--- src/rtl/spi_mem_master.sv ---
// SPI mode-0 master that issues READ (0x03) / WRITE (0x02) frames to a serial memory:
// command, address (most-significant byte first), then data bytes (byte 0 first), MSB first in each byte.
module spi_mem_master #(
  parameter int ADDR_BITS  = 24,
  parameter int DATA_BYTES = 4,
  parameter int CLK_DIV    = 1,
  localparam int LEN_W     = (DATA_BYTES > 1) ? $clog2(DATA_BYTES) : 1
) (
  input  logic                    clk,
  input  logic                    rst,
  input  logic                    req_valid,
  output logic                    req_ready,
  input  logic                    req_write,
  input  logic [ADDR_BITS-1:0]    req_addr,
  input  logic [LEN_W-1:0]        req_len,
  input  logic [8*DATA_BYTES-1:0] req_wdata,
  output logic                    done,
  output logic [8*DATA_BYTES-1:0] rdata,
  output logic                    sclk,
  output logic                    mosi,
  input  logic                    miso,
  output logic                    cs
);

  localparam int DW      = 8 * DATA_BYTES;
  localparam int FRAME_W = 8 + ADDR_BITS + DW;
  localparam int IDX_W   = 7;
  localparam int DIV_W   = (CLK_DIV > 1) ? $clog2(CLK_DIV) : 1;
  localparam int RD_IW   = $clog2(DW);

  typedef enum logic [2:0] {
    IDLE = 3'd0,
    CMD  = 3'd1,
    ADDR = 3'd2,
    DATA = 3'd3,
    DONE = 3'd4
  } state_t;

  state_t             state_r, state_s;
  logic [FRAME_W-1:0] sh_r, sh_s, frame_s;
  logic [IDX_W-1:0]   idx_r, idx_s, last_r, last_s, rel_s;
  logic [DIV_W-1:0]   div_r, div_s;
  logic [LEN_W-1:0]   len_sat_s;
  logic [RD_IW-1:0]   rd_idx_s;
  logic               write_r, write_s;
  logic               sclk_r, sclk_s, mosi_r, mosi_s, cs_r, cs_s;
  logic               done_r, done_s, ready_r, ready_s;
  logic [DW-1:0]      rdata_r, rdata_s;

  assign req_ready = ready_r;
  assign done      = done_r;
  assign rdata     = rdata_r;
  assign sclk      = sclk_r;
  assign mosi      = mosi_r;
  assign cs        = cs_r;

  // Next-state and next-output logic; every output is registered from these values.
  always_comb begin
    state_s = state_r;
    sh_s    = sh_r;
    idx_s   = idx_r;
    last_s  = last_r;
    div_s   = div_r;
    write_s = write_r;
    sclk_s  = sclk_r;
    mosi_s  = mosi_r;
    cs_s    = cs_r;
    done_s  = 1'b0;
    ready_s = ready_r;
    rdata_s = rdata_r;

    len_sat_s = (req_len > LEN_W'(DATA_BYTES - 1)) ? LEN_W'(DATA_BYTES - 1) : req_len;
    frame_s   = {FRAME_W{1'b0}};
    frame_s[FRAME_W-1 -: 8]   = req_write ? 8'h02 : 8'h03;
    frame_s[DW +: ADDR_BITS]  = req_addr;
    // Data field is byte 0 first; reads shift out zeros during the data phase.
    for (int k = 0; k < DATA_BYTES; k++) begin
      if (req_write) begin
        frame_s[DW-8-8*k +: 8] = req_wdata[8*k +: 8];
      end else begin
        frame_s[DW-8-8*k +: 8] = 8'h00;
      end
    end

    rel_s    = idx_r - IDX_W'(8 + ADDR_BITS);
    rd_idx_s = RD_IW'({rel_s[IDX_W-1:3], ~rel_s[2:0]});

    case (state_r)
      IDLE: begin
        if (req_valid && ready_r) begin
          state_s = CMD;
          write_s = req_write;
          sh_s    = {frame_s[FRAME_W-2:0], 1'b0};
          mosi_s  = frame_s[FRAME_W-1];
          idx_s   = {IDX_W{1'b0}};
          last_s  = IDX_W'(ADDR_BITS + 15) + IDX_W'({len_sat_s, 3'b000});
          div_s   = {DIV_W{1'b0}};
          sclk_s  = 1'b0;
          cs_s    = 1'b0;
          rdata_s = {DW{1'b0}};
          ready_s = 1'b0;
        end else begin
          ready_s = 1'b1;
        end
      end
      CMD, ADDR, DATA: begin
        cs_s = 1'b0;
        if (div_r != DIV_W'(CLK_DIV - 1)) begin
          div_s = div_r + DIV_W'(1);
        end else begin
          div_s = {DIV_W{1'b0}};
          if (!sclk_r) begin
            sclk_s = 1'b1;
            if (state_r == DATA && !write_r) begin
              rdata_s[rd_idx_s] = miso;
            end else begin
              rdata_s = rdata_r;
            end
          end else if (idx_r == last_r) begin
            state_s = DONE;
            sclk_s  = 1'b0;
            mosi_s  = 1'b0;
            cs_s    = 1'b1;
            done_s  = 1'b1;
          end else begin
            sclk_s = 1'b0;
            mosi_s = sh_r[FRAME_W-1];
            sh_s   = {sh_r[FRAME_W-2:0], 1'b0};
            idx_s  = idx_r + IDX_W'(1);
            if (idx_s == IDX_W'(8)) begin
              state_s = ADDR;
            end else if (idx_s == IDX_W'(8 + ADDR_BITS)) begin
              state_s = DATA;
            end else begin
              state_s = state_r;
            end
          end
        end
      end
      DONE: begin
        state_s = IDLE;
        ready_s = 1'b1;
      end
      default: begin
        state_s = IDLE;
        sclk_s  = 1'b0;
        mosi_s  = 1'b0;
        cs_s    = 1'b1;
        ready_s = 1'b0;
      end
    endcase
  end

  // State and output registers; reset forces the bus idle immediately, even mid-frame.
  always_ff @(posedge clk or posedge rst) begin
    if (rst) begin
      state_r <= IDLE;
      sh_r    <= {FRAME_W{1'b0}};
      idx_r   <= {IDX_W{1'b0}};
      last_r  <= {IDX_W{1'b0}};
      div_r   <= {DIV_W{1'b0}};
      write_r <= 1'b0;
      sclk_r  <= 1'b0;
      mosi_r  <= 1'b0;
      cs_r    <= 1'b1;
      done_r  <= 1'b0;
      ready_r <= 1'b0;
      rdata_r <= {DW{1'b0}};
    end else begin
      state_r <= state_s;
      sh_r    <= sh_s;
      idx_r   <= idx_s;
      last_r  <= last_s;
      div_r   <= div_s;
      write_r <= write_s;
      sclk_r  <= sclk_s;
      mosi_r  <= mosi_s;
      cs_r    <= cs_s;
      done_r  <= done_s;
      ready_r <= ready_s;
      rdata_r <= rdata_s;
    end
  end

endmodule

--- config.mk ---
export PLATFORM = sky130hd
export DESIGN_NAME = spi_mem_master
export DESIGN_NICKNAME = d
export VERILOG_FILES = /design/src/rtl/spi_mem_master.sv
export SDC_FILE = /design/constraint.sdc
export NUM_CORES = 1
export LEC_CHECK = 0
export CORE_MARGIN = 1
export CORE_UTILIZATION = 50
export CTS_CLUSTER_DIAMETER = 80
export DETAILED_ROUTE_END_ITERATION = 10
export PLACE_DENSITY = 0.77
export SKIP_LAST_GASP = 1
export SYNTH_ARGS = -nofsm -noshare
export SYNTH_HDL_FRONTEND = slang
export SYNTH_SLANG_ARGS = --single-unit
--- constraint.sdc ---
create_clock -name clk -period 5 [get_ports clk]
set_input_delay 0.75 -clock clk [delete_from_list [all_inputs] [get_ports clk]]
set_output_delay 0.75 -clock clk [all_outputs]
set_load 0.02 [all_outputs]
==> results.json <==
{
  "overflow": 0,
  "rr_startpoint": "sclk",
  "yosysUniqueCellTypes": 53,
  "drv_cap": 0,
  "num_vias": 4700,
  "drive_gt1_frac": 0.112,
  "place_area_um2": 6590,
  "synth_nets": 675,
  "ys_warn_count": 0,
  "worst_setup_path_end_kind": "flop",
  "whs_path_depth": 1,
  "skew_ns": 0.0104,
  "slew_violations": 0,
  "nets": 751,
  "dpl.hpwl_um": 8240,
  "finalCriticalPeriod_ns": 2.82,
  "hold_end": "sh_r[58]",
  "clk_root_buffer_cell": "clkbuf_8",
  "power.total_uw": 4350,
  "syn_inst": 608,
  "async_flop_share": 1.00,
  "max_stage_delay_ns": 0.79,
  "crit_slowest_cell": "o41a_2",
  "drt_iter0_markers": 337,
  "cts_sinks": 114,
  "row_count": 38,
  "worstPathMaxFanout": 47,
  "rsz0062_at_grt": "false",
  "synthSimpleGateAreaFrac": 0.240,
  "postRouteAntennaNets": 0,
  "crit_required_ns": 5.43,
  "r2r_setup_slack_ns": 2.29,
  "path_clk_slew_ns": 0.05,
  "diodes": 0,
  "antenna_found_initial": 0,
  "synth_seq_cells": 114,
  "holdBufCountCts": 0,
  "max_freq_mhz": 355,
  "synthesis.area_um2": 5620,
  "start_util": 0.516,
  "hold-worst-slack_ns": 0.490,
  "final_common_cell": "nand2_1",
  "drt_wl_total_um": 12700,
  "dieArea_um2": 11700,
  "first_global_vias": 4467,
  "hold_violations": 0,
  "routabilityCongestion": 0.881,
  "post-route-cell-area_um2": 7140,
  "crit_path_cell_trace": "clkdlybuf4s50_1, nand4bb_1, a21oi_1, o41a_2, buf_4, nor2_1, a31oi_2",
  "synth_compound_area_frac": 0.164,
  "ioPinCount": 100,
  "core-area_um2": 10900,
  "hp-start": "sh_r[57]",
  "die_h_um": 108,
  "dr.pass1.iters": 5,
  "outcome": "finished clean",
  "hp-class": "reg2reg",
  "die_x_um": 108,
  "synth_ff_type": "dfrtp_1",
  "fin_tns_setup_ns": 0,
  "worstSetupStartpointType": "input port",
  "final_cells": 836,
  "crit_buf_inv": 2,
  "crit-reg2reg-capture": "sh_r[7]",
  "slew_headroom": 0.213,
  "critical-path-top-delay-family": "compound AO/OA/AOI/OAI gates",
  "cellLeakagePower_uw": 0.00300,
  "htree_levels": 4,
  "wl_per_cell_um": 15.2,
  "cts_tree": "yes",
  "post_cts_buffers": 0,
  "drcViolationCount": 0,
  "clockBufferDepth": 2,
  "synthAdderAreaFrac": 0.00890,
  "cts_made_buffers": 17,
  "power_density_nw_per_um2": 609,
  "mostFrequentLayoutCells": "nand2_1, dfrtp_1, clkdlybuf4s50_1",
  "placed_cells": 805,
  "synth-edff-count": 0,
  "syn_avg_cell_area_um2": 9.24,
  "setup_violations": 0,
  "grt_max_degree": 91,
  "worstPathArrival_ns": 3.25,
  "irDropWorstVdd_mv": 0.274,
  "synth-xor-area-share": 0.00779,
  "numPortBuffers": 99,
  "synth_mux_area_frac": 0.0200,
  "tightest_slew_ns": 1.18,
  "synth_top_family_by_area": "simple AND/OR/NAND/NOR gates",
  "reg2reg_depth": 6,
  "grt_first_pass_wirelength_um": 21000,
  "cts_resized": 0,
  "syn2layout_area_growth_pct": 27.1,
  "setup.worst_path.class": "in2reg",
  "final.period_utilization": 0.563,
  "vias_per_cell": 5.62,
  "clock_latency_ns": 0.52,
  "track_usage": 0.231,
  "yosysSeqAreaShare": 0.508
}
layer usage:
layer / part of all wire / track usage / routed length [um] / vias to the layer above
li1: - / - / - / 2249
met1: 0.44 / 0.302 / 5540 / 2275
met2: 0.49 / 0.369 / 6240 / 160
met3: 0.060 / 0.0657 / 757 / 16
met4: 0.011 / 0.0802 / 144 / 0
met5: 0 / 0 / 0 / -
through the flow:
stage	utilization	setup slack (ns)
after floorplan	-	1.24
after global placement	0.606	1.80
after detailed placement	0.606	1.69
after CTS	0.656	2.23
after global routing	0.656	2.03
final	0.656	2.18
report_power, final:
| group | internal [uW] | total (uW) | leakage [uW] | switching, uW |
|---|---|---|---|---|
| sequential | 1280 | 1530 | 0.00140 | 244 |
| clock | 718 | 1120 | 0.000275 | 399 |
| combinational | 682 | 1710 | 0.00132 | 1030 |
state kept, by name (all words and copies together) (netlist names):
register,flops
cs,1
done,1
idx_r,7
last_r,3
mosi,1
rdata,32
req_ready,1
sclk,1
sh_r,63
state_r,3
write_r,1
cell type report:
| cell class | count | area [um2] |
|---|---|---|
| inverter | 10 | 40.0 |
| sequential | 114 | 2850 |
| timing repair buffer | 104 | 1040 |
| multi-input combinational | 437 | 2480 |
| tap | 140 | 175 |
| fill | 875 | 3750 |
| clock inverter | 5 | 50.0 |
| clock buffer | 26 | 498 |
cell families after synthesis:
family / after synthesis
buf+inv: 57
simple gates: 303
fa+ha+maj: 4
flops: 114
mux: 10
compound gates: 115
xor+xnor: 5
cells in the mapped netlist, types with 2 or more instances:
| library cell | n | area share |
|---|---|---|
| clkbuf_1 | 23 | 0.015 |
| a31oi_1 | 28 | 0.031 |
| nand4_1 | 3 | 0.0033 |
| nor2_1 | 72 | 0.048 |
| nand3_1 | 59 | 0.053 |
| a31oi_2 | 28 | 0.062 |
| buf_4 | 3 | 0.0040 |
| o21ai_1 | 3 | 0.0027 |
| a21oi_1 | 6 | 0.0053 |
| dfrtp_1 | 113 | 0.50 |
| and3_1 | 3 | 0.0033 |
| mux2i_1 | 9 | 0.016 |
| inv_1 | 10 | 0.0067 |
| buf_2 | 13 | 0.012 |
| o21ai_0 | 25 | 0.022 |
| nor3_1 | 7 | 0.0062 |
| nor3b_1 | 3 | 0.0040 |
| a32o_1 | 3 | 0.0053 |
| buf_6 | 7 | 0.014 |
| ha_1 | 4 | 0.0089 |
| and3b_1 | 2 | 0.0031 |
| a22o_1 | 8 | 0.012 |
| xnor2_1 | 4 | 0.0062 |
| nand2_1 | 139 | 0.093 |
| nand2b_1 | 2 | 0.0022 |
| or2_2 | 2 | 0.0022 |
| nor3_4 | 3 | 0.0087 |
worst register-to-register path, stage by stage (launching register included):
cell	delay [ns]
dfrtp_1	0.53
o21ai_0	0.21
a21oi_1	0.38
o41a_2	0.79
buf_4	0.46
nor2_1	0.09
a31oi_2	0.16
worst max-delay path by stage:
| stage | start | endpoint | depth (start not counted) |
|---|---|---|---|
| 6_report | req_valid | sh_r[7] | 7 |
| 3_5_place_dp | req_valid | sh_r[30] | 7 |
| 4_1_cts | req_valid | sh_r[7] | 7 |
| 2_1_floorplan | rst | done | 1 |
| 5_1_grt | req_valid | sh_r[7] | 7 |
| 3_3_place_gp | req_valid | sh_r[4] | 7 |
(Power assumes the default switching activity.)
